[config.mk]
export PLATFORM = sky130hd
export DESIGN_NAME = rv_pipe_ctrl
export DESIGN_NICKNAME = d
export VERILOG_FILES = /design/src/rtl/rv_pipe_ctrl_pkg.sv /design/src/rtl/rv_hazard_unit.sv /design/src/rtl/rv_pipe_ctrl.sv
export SDC_FILE = /design/constraint.sdc
export NUM_CORES = 1
export LEC_CHECK = 0
export CELL_PAD_IN_SITES_DETAIL_PLACEMENT = 1
export CELL_PAD_IN_SITES_GLOBAL_PLACEMENT = 2
export CORE_MARGIN = 2
export CORE_UTILIZATION = 25
export CTS_CLUSTER_DIAMETER = 100
export DETAILED_ROUTE_END_ITERATION = 10
export PLACE_DENSITY_LB_ADDON = 0.12
export REMOVE_ABC_BUFFERS = 1
export SLEW_MARGIN = 20
export SYNTH_ARGS = -nofsm -noshare
export SYNTH_HDL_FRONTEND = slang
export SYNTH_SLANG_ARGS = --single-unit
[constraint.sdc]
create_clock -name clk -period 2.6 [get_ports clk]
set_input_delay 0.52 -clock clk [delete_from_list [all_inputs] [get_ports clk]]
set_output_delay 0.52 -clock clk [all_outputs]
set_load 0.005 [all_outputs]
[src/rtl/rv_pipe_ctrl_pkg.sv]
// Shared definitions for the rv32i pipeline control unit: FSM encodings and RAW match helper.
package rv_pipe_ctrl_pkg;

  localparam logic [1:0] PC_RUN   = 2'd0;
  localparam logic [1:0] PC_HAZ   = 2'd1;
  localparam logic [1:0] PC_MEMW  = 2'd2;
  localparam logic [1:0] PC_REDIR = 2'd3;

  localparam int unsigned FLUSH_CNT_W = 4;

  // Source operand read in decode collides with a pending write; x0 never collides.
  function automatic logic raw_match(input logic       use_src,
                                     input logic [4:0] src_addr,
                                     input logic       stage_ce,
                                     input logic       stage_wr_en,
                                     input logic [4:0] rd_addr);
    return use_src & stage_ce & stage_wr_en & (rd_addr != 5'd0) & (rd_addr == src_addr);
  endfunction

endpackage

[src/rtl/rv_hazard_unit.sv]
// Combinational RAW hazard detector for decode operands.
// RV_FORWARD_EN: EX->ID bypass present, only load-use against EX stalls.
module rv_hazard_unit (
  input  logic       id_ce,
  input  logic [4:0] rs1_addr,
  input  logic [4:0] rs2_addr,
  input  logic       use_rs1,
  input  logic       use_rs2,
  input  logic       ex_ce,
  input  logic [4:0] ex_rd_addr,
  input  logic       ex_wr_en,
  input  logic       ex_is_load,
  input  logic       mem_ce,
  input  logic [4:0] mem_rd_addr,
  input  logic       mem_wr_en,
  output logic       hazard
);
  import rv_pipe_ctrl_pkg::*;

  logic ex_hit;

  assign ex_hit = raw_match(use_rs1, rs1_addr, ex_ce, ex_wr_en, ex_rd_addr) |
                  raw_match(use_rs2, rs2_addr, ex_ce, ex_wr_en, ex_rd_addr);

`ifdef RV_FORWARD_EN
  logic unused_mem;

  assign hazard     = id_ce & ex_is_load & ex_hit;
  assign unused_mem = ^{mem_ce, mem_rd_addr, mem_wr_en};
`else
  logic mem_hit;
  logic unused_load;

  assign mem_hit = raw_match(use_rs1, rs1_addr, mem_ce, mem_wr_en, mem_rd_addr) |
                   raw_match(use_rs2, rs2_addr, mem_ce, mem_wr_en, mem_rd_addr);
  assign hazard      = id_ce & (ex_hit | mem_hit);
  assign unused_load = ex_is_load;
`endif

endmodule

[src/rtl/rv_pipe_ctrl.sv]
// rv32i pipeline control: stall/flush/redirect generation plus saturating stall-cycle counter.
// Hazard rules change with the RV_FORWARD_EN macro (see rv_hazard_unit).
module rv_pipe_ctrl #(
  parameter int unsigned FLUSH_CYCLES = 2,
  parameter int unsigned CNT_W        = 16
) (
  input  logic             clk,
  input  logic             reset,
  input  logic             i_id_ce,
  input  logic [4:0]       i_id_rs1_addr,
  input  logic [4:0]       i_id_rs2_addr,
  input  logic             i_id_use_rs1,
  input  logic             i_id_use_rs2,
  input  logic             i_ex_ce,
  input  logic [4:0]       i_ex_rd_addr,
  input  logic             i_ex_wr_en,
  input  logic             i_ex_is_load,
  input  logic             i_ex_branch_taken,
  input  logic             i_mem_ce,
  input  logic [4:0]       i_mem_rd_addr,
  input  logic             i_mem_wr_en,
  input  logic             i_dmem_req,
  input  logic             i_dmem_ack,
  output logic             o_stall_if,
  output logic             o_stall_id,
  output logic             o_flush_id,
  output logic             o_flush_ex,
  output logic             o_redirect,
  output logic [1:0]       o_state,
  output logic [CNT_W-1:0] o_stall_cycles
);
  import rv_pipe_ctrl_pkg::*;

  localparam logic [FLUSH_CNT_W-1:0] FLUSH_LOAD = FLUSH_CNT_W'(FLUSH_CYCLES - 1);

  logic [1:0]             state_q, state_d;
  logic [FLUSH_CNT_W-1:0] fcnt_q, fcnt_d;
  logic                   resume_redir_q, resume_redir_d;
  logic [CNT_W-1:0]       stall_cnt_q, stall_cnt_d;

  logic hazard, memwait, branch;
  logic stall_if, stall_id, flush_id, flush_ex, redirect;

  rv_hazard_unit u_hazard (
    .id_ce       (i_id_ce),
    .rs1_addr    (i_id_rs1_addr),
    .rs2_addr    (i_id_rs2_addr),
    .use_rs1     (i_id_use_rs1),
    .use_rs2     (i_id_use_rs2),
    .ex_ce       (i_ex_ce),
    .ex_rd_addr  (i_ex_rd_addr),
    .ex_wr_en    (i_ex_wr_en),
    .ex_is_load  (i_ex_is_load),
    .mem_ce      (i_mem_ce),
    .mem_rd_addr (i_mem_rd_addr),
    .mem_wr_en   (i_mem_wr_en),
    .hazard      (hazard)
  );

  assign memwait = i_dmem_req & ~i_dmem_ack;
  assign branch  = i_ex_ce & i_ex_branch_taken;

  always_comb begin
    state_d        = state_q;
    fcnt_d         = fcnt_q;
    resume_redir_d = resume_redir_q;
    stall_if       = 1'b0;
    stall_id       = 1'b0;
    flush_id       = 1'b0;
    flush_ex       = 1'b0;
    redirect       = 1'b0;

    if (memwait) begin
      // Freeze everything; remember whether a redirect window was interrupted.
      stall_if = 1'b1;
      stall_id = 1'b1;
      state_d  = PC_MEMW;
      if (state_q != PC_MEMW) begin
        resume_redir_d = (state_q == PC_REDIR);
      end
    end else begin
      case (state_q)
        PC_RUN, PC_HAZ: begin
          if (branch) begin
            redirect = 1'b1;
            flush_id = 1'b1;
            flush_ex = 1'b1;
            fcnt_d   = FLUSH_LOAD;
            state_d  = (FLUSH_LOAD == '0) ? PC_RUN : PC_REDIR;
          end else if (hazard) begin
            stall_if = 1'b1;
            stall_id = 1'b1;
            flush_ex = 1'b1;
            state_d  = PC_HAZ;
          end else begin
            state_d = PC_RUN;
          end
        end
        PC_REDIR: begin
          flush_id = 1'b1;
          if (fcnt_q <= FLUSH_CNT_W'(1)) begin
            fcnt_d  = '0;
            state_d = PC_RUN;
          end else begin
            fcnt_d = fcnt_q - FLUSH_CNT_W'(1);
          end
        end
        default: begin
          // Access completed this cycle: pipe advances, then the saved mode resumes.
          state_d = resume_redir_q ? PC_REDIR : PC_RUN;
        end
      endcase
    end

    stall_cnt_d = stall_cnt_q;
    if (stall_id && (stall_cnt_q != '1)) begin
      stall_cnt_d = stall_cnt_q + CNT_W'(1);
    end
  end

  always_ff @(posedge clk) begin
    if (reset) begin
      state_q        <= PC_RUN;
      fcnt_q         <= '0;
      resume_redir_q <= 1'b0;
      stall_cnt_q    <= '0;
    end else begin
      state_q        <= state_d;
      fcnt_q         <= fcnt_d;
      resume_redir_q <= resume_redir_d;
      stall_cnt_q    <= stall_cnt_d;
    end
  end

  assign o_stall_if     = ~reset & stall_if;
  assign o_stall_id     = ~reset & stall_id;
  assign o_flush_id     = ~reset & flush_id;
  assign o_flush_ex     = ~reset & flush_ex;
  assign o_redirect     = ~reset & redirect;
  assign o_state        = reset ? PC_RUN : state_q;
  assign o_stall_cycles = reset ? '0 : stall_cnt_q;

endmodule

==> results <==
## per-stage QoR
| step | instance area (um^2) | power [mW] |
|---|---|---|
| finish | 2370 | 0.790 |
| global placement | 2330 | 0.570 |
| floorplan | 1560 | 0.451 |
| detailed placement | 2330 | 0.570 |
| CTS | 2370 | 0.807 |
| global route | 2370 | 0.843 |
## cell families after synthesis
logic type	count (synthesis)	synth area share
xor+xnor	20	0.108
fa+ha+maj	3	0.0232
mux	6	0.0464
simple gates	95	0.328
compound gates	43	0.167
flops	23	0.284
buf+inv	14	0.0425
## routing by layer
| layer | global-route usage | share of wire | routed length (um) |
|---|---|---|---|
| met5 | 0 | 0 | 0 |
| met4 | 0.0216 | 0.0042 | 21 |
| met3 | 0.0265 | 0.023 | 114 |
| met2 | 0.242 | 0.49 | 2430 |
| met1 | 0.191 | 0.49 | 2440 |
## worst max-delay path: cells and delay by family
family / cells / cell delay (ps)
buffers and inverters: 2 / 440
and+or+nand+nor: 2 / 290
xor gates and xnor gates: 1 / 160
AOI/OAI and AO/OA: 3 / 600
## state kept, by name, indices dropped and copies added (netlist names)
signal / flops
state_q: 2
resume_redir_q: 1
fcnt_q: 4
stall_cnt_q: 16
## worst max-delay path by stage
stage | startpoint | endpoint | slack, ps
6_report | i_mem_rd_addr[4] | o_flush_ex | 60
5_1_grt | i_mem_rd_addr[4] | o_flush_ex | -10
4_1_cts | i_ex_rd_addr[1] | o_stall_id | 20
3_5_place_dp | i_ex_rd_addr[4] | o_flush_ex | -840
3_3_place_gp | i_ex_rd_addr[4] | o_flush_ex | -870
2_1_floorplan | i_ex_rd_addr[1] | o_stall_id | 380
## repair_timing
| item | in CTS | in global routing |
|---|---|---|
| endpoints found under the setup margin | 11 | 3 |
| pin swaps | 8 | 23 |
| resized for setup | 59 | 27 |
| gates cloned | 0 | 0 |
## power by group through the flow
| stage | Clock (mW) | Sequential (mW) | Combinational, mW |
|---|---|---|---|
| floorplan | 0 | 0.372 | 0.0794 |
| global placement | 0 | 0.374 | 0.196 |
| detailed placement | 0 | 0.375 | 0.195 |
| CTS | 0.251 | 0.367 | 0.188 |
| global route | 0.267 | 0.368 | 0.207 |
| finish | 0.233 | 0.367 | 0.190 |
## area by class of cell
class | count | area (um^2)
Tap cell | 77 | 96.3
Multi-Input combinational cell | 167 | 1170
Sequential cell | 23 | 460
Timing Repair Buffer | 70 | 592
Fill cell | 784 | 3940
Clock inverter | 1 | 5.00
Inverter | 3 | 11.3
Clock buffer | 3 | 41.3
## cell usage after synthesis (all sizes together)
master and number:
a2111oi 1, a211oi 2, a21oi 15, a22oi 1, a31o 1, a31oi 2
and2 2, and3 3, and4 3, buf 5, clkbuf 6, dfxtp 23
ha 3, inv 3, mux2 6, nand2 11, nand2b 3, nand3 4
nand3b 1, nand4 10, nand4b 2, nor2 18, nor2b 20, nor3 3
nor3b 1, nor4 2, nor4b 1, o21a 2, o21ai 13, o22ai 3
o311a 3, or3 10, or4 1, xnor2 20
==> impl_metrics.py <==
metrics = {
    "pwr": {
        "share_seq_of_total_power": 0.464,
        "p_comb_frac": 0.241,
        "max-vdd-ir-drop_mv": 0.193,
        "swShare": 0.284,
        "power.density_nw_per_um2": 333,
        "pwr-share-clk": 0.295,
        "p_leak_nw": 0.870,
        "internal-power_mw": 0.565,
        "switching_power_mw": 0.224,
    },
    "setup_path": {
        "cp_slowest_cell": "a2111oi_4",
        "ff2ff_path_depth": 7,
        "path_max_fanout": 3,
        "arrival_ps": 2020,
        "reg2reg_from": "stall_cnt_q[3]$_SDFFE_PP0P_",
        "crit_path_end_kind": "primary output",
        "critical_path_class": "in2out",
        "startpoint_type": "input pin",
        "max_stage_delay_ps": 350,
        "reg2reg_slack_ps": 530,
        "crit_chain": "dlygate4sd2_1 -> xnor2_1 -> nand4_1 -> o22ai_2 -> a22oi_2 -> nand2b_4 -> a2111oi_4 -> buf_2",
        "r2r_end": "stall_cnt_q[6]$_SDFFE_PP0P_",
        "cp.required_ps": 2080,
    },
    "sta": {
        "hold_slack_ps": 505,
        "min_period_over_period": 0.975,
        "clock.fmax_ghz": 0.394,
        "fin_setup_tns_ps": 0,
        "tightestPinTransition_ps": 423,
        "relSlewSlack": 0.718,
        "hold_viol": 0,
        "slew_viol_final": 0,
        "fin_ws_ps": 64.5,
        "setup_viol": 0,
        "fin_skew_ps": 9.45,
        "finalCriticalPeriod_ps": 2540,
    },
    "clocking": {
        "cts_buffer_depth": 2,
        "clk_pin_slew_ps": 90,
        "post-cts-setup-buffer-count": 0,
        "h-tree-depth": 1,
        "cts_tree": "built",
        "clock_sinks": 23,
        "cts_buffers": 3,
        "cts-root-buf": "clkbuf_8",
        "cts_hold_buf": 0,
        "insertion_delay_ps": 270,
    },
    "logic_synthesis": {
        "synth_area_leaders": "dfxtp_1, xnor2_1, nor2b_1, a21oi_1, nor2_1",
        "seq_area_frac_synth": 0.284,
        "yosys_warnings": 0,
        "synth_top_cell_area_share": 0.284,
        "ys_types": 39,
        "yosys.area.top_type": "dfxtp_1",
        "mappedNetlistArea_um2": 1620,
        "synthCells": 204,
        "synth_seq_cells": 23,
        "syn_avg_cell_area_um2": 7.94,
    },
    "floorplanning": {
        "dieArea_um2": 7140,
        "fp-row-count": 29,
        "start_util": 0.256,
        "pin_count": 56,
        "core_um2": 6310,
        "fp.dieH_um": 84.5,
        "die_w_um": 84.5,
    },
    "route": {
        "postRouteAntennaNets": 0,
        "avgRoutedWirePerCell_um": 14.5,
        "avgViaCountPerCell": 4.84,
        "post-route-drc-count": 0,
        "drt_iter0_drc": 55,
        "routed_wl_um": 5010,
        "vias": 1664,
        "drt_pass1_iterations": 3,
    },
    "placement": {
        "place.gp.congestion": 0.761,
        "hpwl_um": 4020,
        "place_inst": 341,
        "place_worst_setup_slack_ps": -842,
        "portBuffers": 54,
    },
    "final_layout": {
        "final_core_util": 0.376,
        "drive_above_1_share": 0.202,
        "antenna_cells": 0,
        "final_cell_mix": "clkdlybuf4s50_1, dfxtp_1, nor2b_1, xnor2_1, nor2_1",
        "area_growth_pct": 46.5,
        "mostFrequentLayoutCell": "clkdlybuf4s50_1",
        "fin_nets": 304,
        "fin_cells": 344,
    },
    "flow_run": {
        "cap_violations": 0,
    },
    "run_status": {
        "outcome": "finished, final reports clean",
    },
    "grt": {
        "antenna_found_initial": 0,
        "grt_max_degree": 28,
        "grt_pass1_vias": 1690,
        "grt_pass1_wl_um": 8260,
        "grt_overflow": 0,
        "track_usage": 0.142,
    },
    "min_path": {
        "hp-class": "reg2reg",
        "hold_path_end": "fcnt_q[3]$_SDFFE_PP0P_",
        "whs_path_depth": 1,
        "min_from": "fcnt_q[3]$_SDFFE_PP0P_",
    },
}
Power figures use the tool's default switching activity.
